### config.mk
export PLATFORM = sky130hd
export DESIGN_NAME = mainfsm_flat
export DESIGN_NICKNAME = d
export VERILOG_FILES = /design/src/rtl/mainfsm_pkg.sv /design/src/rtl/mainfsm_if.sv /design/src/rtl/mainfsm_outdec.sv /design/src/rtl/mainfsm.sv /design/src/flat_wrapper.sv
export SDC_FILE = /design/constraint.sdc
export NUM_CORES = 1
export LEC_CHECK = 0
export BUFFER_PORTS_ARGS = -buffer_cell sky130_fd_sc_hd__buf_2
export CORE_MARGIN = 2
export CORE_UTILIZATION = 35
export DETAILED_ROUTE_END_ITERATION = 12
export PLACE_DENSITY = 0.65
export SYNTH_ARGS = -nofsm -noshare
export SYNTH_HDL_FRONTEND = slang
export SYNTH_SLANG_ARGS = --single-unit
### constraint.sdc
create_clock -name clk -period 2.3 [get_ports clk]
set_input_delay 0.23 -clock clk [delete_from_list [all_inputs] [get_ports clk]]
set_output_delay 0.23 -clock clk [all_outputs]
set_load 0.1 [all_outputs]
### src/rtl/mainfsm_pkg.sv
// Shared encodings for the multicycle control FSM: state codes, datapath mux selects, control bundle.
package mainfsm_pkg;

  localparam logic [3:0] S_FETCH    = 4'd0;
  localparam logic [3:0] S_DECODE   = 4'd1;
  localparam logic [3:0] S_MEMADR   = 4'd2;
  localparam logic [3:0] S_MEMREAD  = 4'd3;
  localparam logic [3:0] S_MEMWB    = 4'd4;
  localparam logic [3:0] S_MEMWRITE = 4'd5;
  localparam logic [3:0] S_IDXWB    = 4'd6;
  localparam logic [3:0] S_EXECUTER = 4'd7;
  localparam logic [3:0] S_EXECUTEI = 4'd8;
  localparam logic [3:0] S_ALUWB    = 4'd9;
  localparam logic [3:0] S_ALUWB2   = 4'd10;
  localparam logic [3:0] S_BRANCH   = 4'd11;

  localparam logic [1:0] SRCA_REG = 2'b00;
  localparam logic [1:0] SRCA_PC  = 2'b01;
  localparam logic [1:0] SRCA_PC8 = 2'b10;

  localparam logic [1:0] SRCB_REG  = 2'b00;
  localparam logic [1:0] SRCB_IMM  = 2'b01;
  localparam logic [1:0] SRCB_FOUR = 2'b10;

  localparam logic [1:0] RES_ALUOUT = 2'b00;
  localparam logic [1:0] RES_RDATA  = 2'b01;
  localparam logic [1:0] RES_ALU    = 2'b10;
  localparam logic [1:0] RES_PRODHI = 2'b11;

  localparam logic [1:0] OP_MEM    = 2'b01;
  localparam logic [1:0] OP_BRANCH = 2'b10;

  typedef struct packed {
    logic       mem_req;
    logic       mem_w;
    logic       adr_src;
    logic       ir_write;
    logic       next_pc;
    logic       reg_w;
    logic       branch;
    logic       alu_op;
    logic       wr_sel;
    logic [1:0] alu_src_a;
    logic [1:0] alu_src_b;
    logic [1:0] result_src;
  } ctrl_t;

endpackage

### src/rtl/mainfsm_if.sv
// Memory handshake between the control FSM (master) and the memory port (slave).
interface mainfsm_if;
  logic MemReady;
  logic MemReq;
  logic MemW;
  logic AdrSrc;

  modport master (input MemReady, output MemReq, output MemW, output AdrSrc);
  modport slave  (output MemReady, input MemReq, input MemW, input AdrSrc);
endinterface

### src/rtl/mainfsm_outdec.sv
// Combinational state -> control decode; ALUWB2 decode exists only with MAINFSM_LONG_MUL_EN.
module mainfsm_outdec
  import mainfsm_pkg::*;
(
  input  logic [3:0] state,
  input  logic       rst_n,
  input  logic       mem_ready,
  input  logic       no_write,
  output ctrl_t      ctrl
);

  always_comb begin
    ctrl = '0;
    case (state)
      S_FETCH: begin
        ctrl.mem_req    = 1'b1;
        ctrl.alu_src_a  = SRCA_PC;
        ctrl.alu_src_b  = SRCB_FOUR;
        ctrl.result_src = RES_ALU;
        // Instruction latch and PC bump are held off while reset is asserted.
        ctrl.ir_write   = mem_ready & rst_n;
        ctrl.next_pc    = mem_ready & rst_n;
      end
      S_DECODE: begin
        ctrl.alu_src_a  = SRCA_PC;
        ctrl.alu_src_b  = SRCB_FOUR;
        ctrl.result_src = RES_ALU;
      end
      S_MEMADR: ctrl.alu_src_b = SRCB_IMM;
      S_MEMREAD: begin
        ctrl.mem_req = 1'b1;
        ctrl.adr_src = 1'b1;
      end
      S_MEMWRITE: begin
        ctrl.mem_req = 1'b1;
        ctrl.mem_w   = 1'b1;
        ctrl.adr_src = 1'b1;
      end
      S_MEMWB: begin
        ctrl.result_src = RES_RDATA;
        ctrl.reg_w      = 1'b1;
      end
      S_IDXWB: begin
        ctrl.alu_src_b  = SRCB_IMM;
        ctrl.result_src = RES_ALU;
        ctrl.reg_w      = 1'b1;
        ctrl.wr_sel     = 1'b1;
      end
      S_EXECUTER: begin
        ctrl.alu_op    = 1'b1;
        ctrl.alu_src_b = SRCB_REG;
      end
      S_EXECUTEI: begin
        ctrl.alu_op    = 1'b1;
        ctrl.alu_src_b = SRCB_IMM;
      end
      S_ALUWB: begin
        ctrl.result_src = RES_ALUOUT;
        ctrl.reg_w      = ~no_write;
      end
`ifdef MAINFSM_LONG_MUL_EN
      S_ALUWB2: begin
        ctrl.result_src = RES_PRODHI;
        ctrl.reg_w      = 1'b1;
        ctrl.wr_sel     = 1'b1;
      end
`endif
      S_BRANCH: begin
        ctrl.alu_src_a  = SRCA_PC8;
        ctrl.alu_src_b  = SRCB_IMM;
        ctrl.result_src = RES_ALU;
        ctrl.branch     = 1'b1;
      end
      default: ;
    endcase
  end

endmodule

### src/rtl/mainfsm.sv
// Multicycle main control FSM (Moore). Define MAINFSM_LONG_MUL_EN to enable the ALUWB2
// second-writeback state for long multiplies.
module mainfsm
  import mainfsm_pkg::*;
(
  input  logic       clk,
  input  logic       reset,
  input  logic [1:0] Op,
  input  logic [5:0] Funct,
  input  logic       Reg2W,
  input  logic       PreIndex,
  input  logic       NoWrite,
  mainfsm_if.master  mem,
  output logic       IRWrite,
  output logic       NextPC,
  output logic       RegW,
  output logic       Branch,
  output logic       ALUOp,
  output logic       WrSel,
  output logic [1:0] ALUSrcA,
  output logic [1:0] ALUSrcB,
  output logic [1:0] ResultSrc,
  output logic [3:0] State
);

  logic [3:0] state_d, state_q;
  ctrl_t      ctrl;

  always_comb begin
    state_d = state_q;
    case (state_q)
      S_FETCH:    if (mem.MemReady) state_d = S_DECODE;
      S_DECODE: begin
        case (Op)
          OP_MEM:    state_d = S_MEMADR;
          OP_BRANCH: state_d = S_BRANCH;
          default:   state_d = Funct[5] ? S_EXECUTEI : S_EXECUTER;
        endcase
      end
      S_MEMADR:   state_d = Funct[0] ? S_MEMREAD : S_MEMWRITE;
      S_MEMREAD:  if (mem.MemReady) state_d = S_MEMWB;
      S_MEMWRITE: if (mem.MemReady) state_d = PreIndex ? S_IDXWB : S_FETCH;
      S_MEMWB:    state_d = PreIndex ? S_IDXWB : S_FETCH;
      S_IDXWB:    state_d = S_FETCH;
      S_EXECUTER,
      S_EXECUTEI: state_d = S_ALUWB;
`ifdef MAINFSM_LONG_MUL_EN
      S_ALUWB:    state_d = Reg2W ? S_ALUWB2 : S_FETCH;
      S_ALUWB2:   state_d = S_FETCH;
`else
      S_ALUWB:    state_d = S_FETCH;
`endif
      S_BRANCH:   state_d = S_FETCH;
      default:    state_d = S_FETCH;
    endcase
  end

  always_ff @(posedge clk or negedge reset) begin
    if (!reset) state_q <= S_FETCH;
    else        state_q <= state_d;
  end

`ifndef MAINFSM_LONG_MUL_EN
  logic unused_reg2w;
  assign unused_reg2w = Reg2W;
`endif
  logic unused_funct;
  assign unused_funct = ^Funct[4:1];

  mainfsm_outdec u_outdec (
    .state     (state_q),
    .rst_n     (reset),
    .mem_ready (mem.MemReady),
    .no_write  (NoWrite),
    .ctrl      (ctrl)
  );

  assign mem.MemReq = ctrl.mem_req;
  assign mem.MemW   = ctrl.mem_w;
  assign mem.AdrSrc = ctrl.adr_src;
  assign IRWrite    = ctrl.ir_write;
  assign NextPC     = ctrl.next_pc;
  assign RegW       = ctrl.reg_w;
  assign Branch     = ctrl.branch;
  assign ALUOp      = ctrl.alu_op;
  assign WrSel      = ctrl.wr_sel;
  assign ALUSrcA    = ctrl.alu_src_a;
  assign ALUSrcB    = ctrl.alu_src_b;
  assign ResultSrc  = ctrl.result_src;
  assign State      = state_q;

endmodule
### src/flat_wrapper.sv
// flat-port wrapper written by rule: the top's interface ports become plain ports
module mainfsm_flat import mainfsm_pkg::*;
  (clk, reset, Op, Funct, Reg2W, PreIndex, NoWrite, IRWrite, NextPC, RegW, Branch, ALUOp, WrSel, ALUSrcA, ALUSrcB, ResultSrc, State, mem_MemReady, mem_MemReq, mem_MemW, mem_AdrSrc);
  mainfsm_if mem_i ();
  input  logic clk;
  input  logic reset;
  input  logic [1:0] Op;
  input  logic [5:0] Funct;
  input  logic Reg2W;
  input  logic PreIndex;
  input  logic NoWrite;
  output logic IRWrite;
  output logic NextPC;
  output logic RegW;
  output logic Branch;
  output logic ALUOp;
  output logic WrSel;
  output logic [1:0] ALUSrcA;
  output logic [1:0] ALUSrcB;
  output logic [1:0] ResultSrc;
  output logic [3:0] State;
  input wire logic [$bits(mem_i.MemReady)-1:0] mem_MemReady;
  output wire logic [$bits(mem_i.MemReq)-1:0] mem_MemReq;
  output wire logic [$bits(mem_i.MemW)-1:0] mem_MemW;
  output wire logic [$bits(mem_i.AdrSrc)-1:0] mem_AdrSrc;
  assign mem_i.MemReady = mem_MemReady;
  assign mem_MemReq = mem_i.MemReq;
  assign mem_MemW = mem_i.MemW;
  assign mem_AdrSrc = mem_i.AdrSrc;
  mainfsm u_core (.clk(clk), .reset(reset), .Op(Op), .Funct(Funct), .Reg2W(Reg2W), .PreIndex(PreIndex), .NoWrite(NoWrite), .mem(mem_i), .IRWrite(IRWrite), .NextPC(NextPC), .RegW(RegW), .Branch(Branch), .ALUOp(ALUOp), .WrSel(WrSel), .ALUSrcA(ALUSrcA), .ALUSrcB(ALUSrcB), .ResultSrc(ResultSrc), .State(State));
endmodule
==> Word level (Yosys, flattened, before mapping) <==
Cells that the tools add are included.
{ "word_totals": {"input_bits": 14, "word_cells": 46, "reg_bits": 4} }
{ "classes": {"reduce_logical": 9, "n_eq_ne": 15, "mux": 19, "n_bitwise": 2} }
{ "op_table": {"columns": ["operator", "n"], "rows": [
  ["one-hot mux 4 bit (7 select lines)", 1],
  ["== test 4 x 3 -> 1 bit, second input constant", 4],
  ["two-way mux 4 bit", 4],
  ["== test 4 bit, second input constant", 3],
  ["one-hot mux 2 bit (2 select lines)", 3],
  ["== test 4 x 2 -> 1 bit, second input constant", 2],
  ["one-hot mux 4 bit (2 select lines)", 1],
  ["OR reduction 2 bit", 4],
  ["OR reduction 4 bit", 2],
  ["two-way mux 1 bit", 6],
  ["two-way mux 3 bit", 2],
  ["inequality test 2 bit, second input constant", 3],
  ["== test 4 x 1 -> 1 bit, second input constant", 1],
  ["zero test 4 bit", 1],
  ["AND reduction 3 bit", 1],
  ["OR reduction 3 bit", 1],
  ["== test 2 x 1 -> 1 bit, second input constant", 1],
  ["== test 2 bit, second input constant", 1],
  ["two-way mux 2 bit", 1],
  ["one-hot mux 1 bit (2 select lines)", 1],
  ["AND 1 bit", 1],
  ["NOT 1 bit", 1]
]} }

==> Depth between registers and ports, before layout <==
{ "depth": {"depth_word": 3, "mapped_depth": 6, "ltp_nobuf": 6} }

==> Cells and area by module <==
From an unflattened synthesis, not the netlist that was laid out.
{ "unflattened": {"hier_cells": 77, "area_unflattened_um2": 601.8} }
{ "by_module_without_submodules": {"columns": ["mod", "instances", "cells_each", "seq_area_each_um2", "area_each_um2"], "rows": [
  ["mainfsm", 1, 46, 100.1, 364.1],
  ["mainfsm_outdec", 1, 31, 0.0, 237.7]
]} }

==> Least setup slack after synthesis <==
Ideal clock, no wire load.
{ "synth_path": {"path_type": "reg-to-output", "start": "reg u_core.state_q[0], in the netlist u_core.State[0]", "end": "out NextPC", "required_time_ns": 2.070, "t_arrival_ns": 3.971, "setup_slack_ns": -1.901, "stages_incl_launch_ff": 4, "cell_sequence": "dfrtp_1 -> or2_2 -> nor3_1 -> buf_4"} }
{ "synth_between": {"elab_chain_len": 2} }
{ "synth_lines": {"columns": ["element", "line_no", "rtl"], "rows": [
  ["start: declaration", "mainfsm.sv:26", "logic [3:0] state_d, state_q;"],
  ["start signal: assignment", "mainfsm.sv:60", "else state_q <= state_d;"],
  ["zero test 4 bit", "mainfsm_outdec.sv:14", "case (state)"],
  ["two-way mux 2 bit", "mainfsm_outdec.sv:14", null],
  ["end: declaration", "flat_wrapper.sv:13", "output logic NextPC;"]
]} }
Every way passes these cells.

==> Worst setup path after layout <==
{ "layout_path": {"start": "reg u_core.state_q[0], in the netlist u_core.State[0]", "end": "out mem_MemReq"} }
{ "layout_between": {"elab_chain_len": 3} }
{ "layout_lines": {"columns": ["element", "line_no", "rtl"], "rows": [
  ["== test 4 x 2 -> 1 bit (tied with other cells)", "mainfsm_outdec.sv:14", null],
  ["OR reduction 3 bit (no source line) *", null, null],
  ["two-way mux 1 bit *", "mainfsm_outdec.sv:14", null],
  ["end: declaration", "flat_wrapper.sv:23", "output wire logic [$bits(mem_i.MemReq)-1:0] mem_MemReq;"]
]} }
Mark *: on every way between the ends. The rest lies on a longest branch, timed or not.

==> impl_results.md <==
* Post-route DRC at 0
* Fraction of layout cells with a size suffix above 1 at 57.6%
* Final hold vios at 0
* Slew HR at 67.9%
* Status: finished clean
* Critical Path Most Common Cell: a21oi_1
* EDFF count, synth at 0
* Post-synth top flop: dfrtp_1
* Largest family of logic cells by synthesized area: simple AND/OR/NAND/NOR gates
* Synthesis-to-finish area growth at 49.1%
* Synth Area in Adders at 2.26%
* Gr usage total at 17.6%
* Fin crit share at 91.2%
* Final wirelength at 1440 um
* Most frequent cells in the layout: 26 x buf_2, 6 x nand2_1, 5 x a21oi_1
* Initial cell density of the core at 37.1%
* CP required at 2.07 ns
* Setup crit start kind: flop
* DP Area at 792 um^2
* Initial DRC Count at 4
* Root Driver: clkbuf_4
* Clock Latency Late Sink at 0.24 ns
* Worst Setup EP: mem_MemReq
* MaxCap Viol Count at 0
* Grt ovf at 0
* Fin area at 825 um^2
* Die W at 43.8 um
* Crit path max fanout at 19
* DP HPWL at 1080 um
* Core area at 0.00149 mm^2
* CTS tree: done
* Std cell rows at 14
* Via count at 634
* Hold Crit Class: in -> reg
* Yosys cell types at 33
* Boundary pin count at 33
* Worst slew pin tran at 0.485 ns
* Die Ht at 43.8 um
* WP data arrival at 1.87 ns
* Synth Area in XOR/XNOR at 1.58%
* First-pass GRT wire length at 2590 um
* Cells after Synth at 74
* Crit. End Element: output pin
* R2R setup slack at 0.75 ns
* #FFs+latches synth at 4
* Mapped Nets at 89
* Compound-Gate Fraction of Synth Area at 28.7%
* Setup Total Neg Slack at 0 ns
* Die area at 0.00191 mm^2
* Clk sinks at 4
* Register area share after synthesis at 18.1%
* Crit path max-delay family: flip-flops
* Vias in the first global route at 595
* Peak Freq at 477 MHz
* Post-Synthesis Cell Area at 553 um^2
* Max incr delay on CP at 0.57 ns
* Yosys Warn Count at 0
* Largest net degree at the start of global routing at 20
* Fillers at 149
* R2R Path Start: u_core.State[0]
* Clock transition at path regs at 0.04 ns
* Final nets at 116
* CTS Buf Count at 3
* Port bufs at 27
* Max reg flops at 4
* Post-synthesis mux area share at 3.62%
* Worst reg-to-reg path cell count at 4
* Antenna-violating nets left at 0
* Vias per std cell at 5.51
* RSZ-0062 raised after global routing: false
* Antenna cells at 0
* First-pass DRT Iterations at 2
* Post-layout util at 55.4%
* Worst Setup SP: u_core.State[0]
* GPL Wtd Cong at 0.806
* RR Endpoint: u_core.State[1]
* Simple logic cell fraction of the synthesized area at 35.1%
* Commonest non-fill, non-tap cell in the layout: buf_2
* H-tree levels at 1
* CP Class: reg -> out
* Worst Clk Skew at 0.00375 ns
* CP max-delay cell: dfrtp_4
* Critical path, cell by cell: or2_2, a21oi_1, a21oi_1, nor2_4, buf_2
* Post-synth ARST share at 100%
* Routed len/inst at 12.5 um
* Hold Slack at 0.292 ns
* Avg Cell Area, Syn at 7.47 um^2
* Clock tree buffer depth at 2
* Initial antenna violation count at 0
* Post-CTS Setup Repair Bufs at 0
* Crit path depth at 5
* Final Critical Period at 2.10 ns
* Final Max Tran Viols at 0
* CP bufs+invs at 1
* # setup viols final at 0
-- metal layers --
| metal | track usage (%) | wire length, um | part of all wire, % | vias to the layer above |
|---|---|---|---|---|
| li1 | - | - | - | 318 |
| met1 | 24.4 | 675 | 47 | 296 |
| met2 | 25.9 | 687 | 48 | 18 |
| met3 | 2.50 | 56 | 3.9 | 2 |
| met4 | 10.3 | 15 | 1.0 | 0 |
| met5 | 0 | 0 | 0 | - |
-- cells in the mapped netlist (3+ instances only) --
| cell type | n | area [um^2] |
|---|---|---|
| nand2_1 | 6 | 22.5 |
| nor2_1 | 6 | 22.5 |
| a21oi_1 | 5 | 25.0 |
| dfrtp_1 | 4 | 100 |
| nand2b_1 | 4 | 25.0 |
| o21ai_0 | 4 | 20.0 |
| or2_2 | 4 | 25.0 |
| clkbuf_1 | 3 | 11.3 |
| inv_1 | 3 | 11.3 |
| o22ai_1 | 3 | 18.8 |
| o32ai_1 | 3 | 26.3 |
-- what timing repair did --
action	in CTS	in global routing
hold buffers	1	0
setup endpoints to repair	0	0
resized for setup	0	0
hold endpoints to repair	4	0
-- layout make-up --
cell class	count	area, um^2	share of cell area, %
Clock buffer	3	22.5	2.73
Sequential cell	4	110	13.4
Tap cell	16	20.0	2.43
Timing Repair Buffer	30	175	21.2
Multi-Input combinational cell	59	485	58.9
Inverter	3	11.3	1.37
-- metrics by stage --
stage | setup slack [ns] | cells
6_report | 0.203 | 115
5_1_grt | 0.138 | 115
3_5_place_dp | 0.449 | 111
3_3_place_gp | 0.447 | 111
4_1_cts | 0.187 | 115
2_1_floorplan | -0.134 | 74
-- worst min-delay path by stage --
stage                 start               to  slack, ns  cells past startpoint
2_1_floorplan         reset  u_core.State[1]      -0.07                      0
3_3_place_gp          reset  u_core.State[3]       0.04                      1
3_5_place_dp          reset  u_core.State[3]       0.04                      1
4_1_cts        mem_MemReady  u_core.State[1]       0.27                      2
5_1_grt        mem_MemReady  u_core.State[1]       0.29                      2
6_report       mem_MemReady  u_core.State[1]       0.29                      2
-- logic make-up (layout without fill, tap and decap cells) --
kind of cell / count (synthesis) / in the layout
AO/OA/AOI/OAI: 22 / 22
AND/OR/NAND/NOR: 33 / 33
flip-flops: 4 / 4
multiplexers: 2 / 2
buffers and inverters: 11 / 36
XOR/XNOR: 1 / 1
adder cells (fa/ha/maj): 1 / 1
-- worst register-to-register path, stage by stage (launching register included) --
cell and delay (ns):
dfrtp_4 0.57, or2_2 0.39, nor3_1 0.17, or3_1 0.20, o32ai_1 0.10
Power is not shown: default switching activity piles up to over one toggle a cycle in this logic, so the estimate is an artifact.
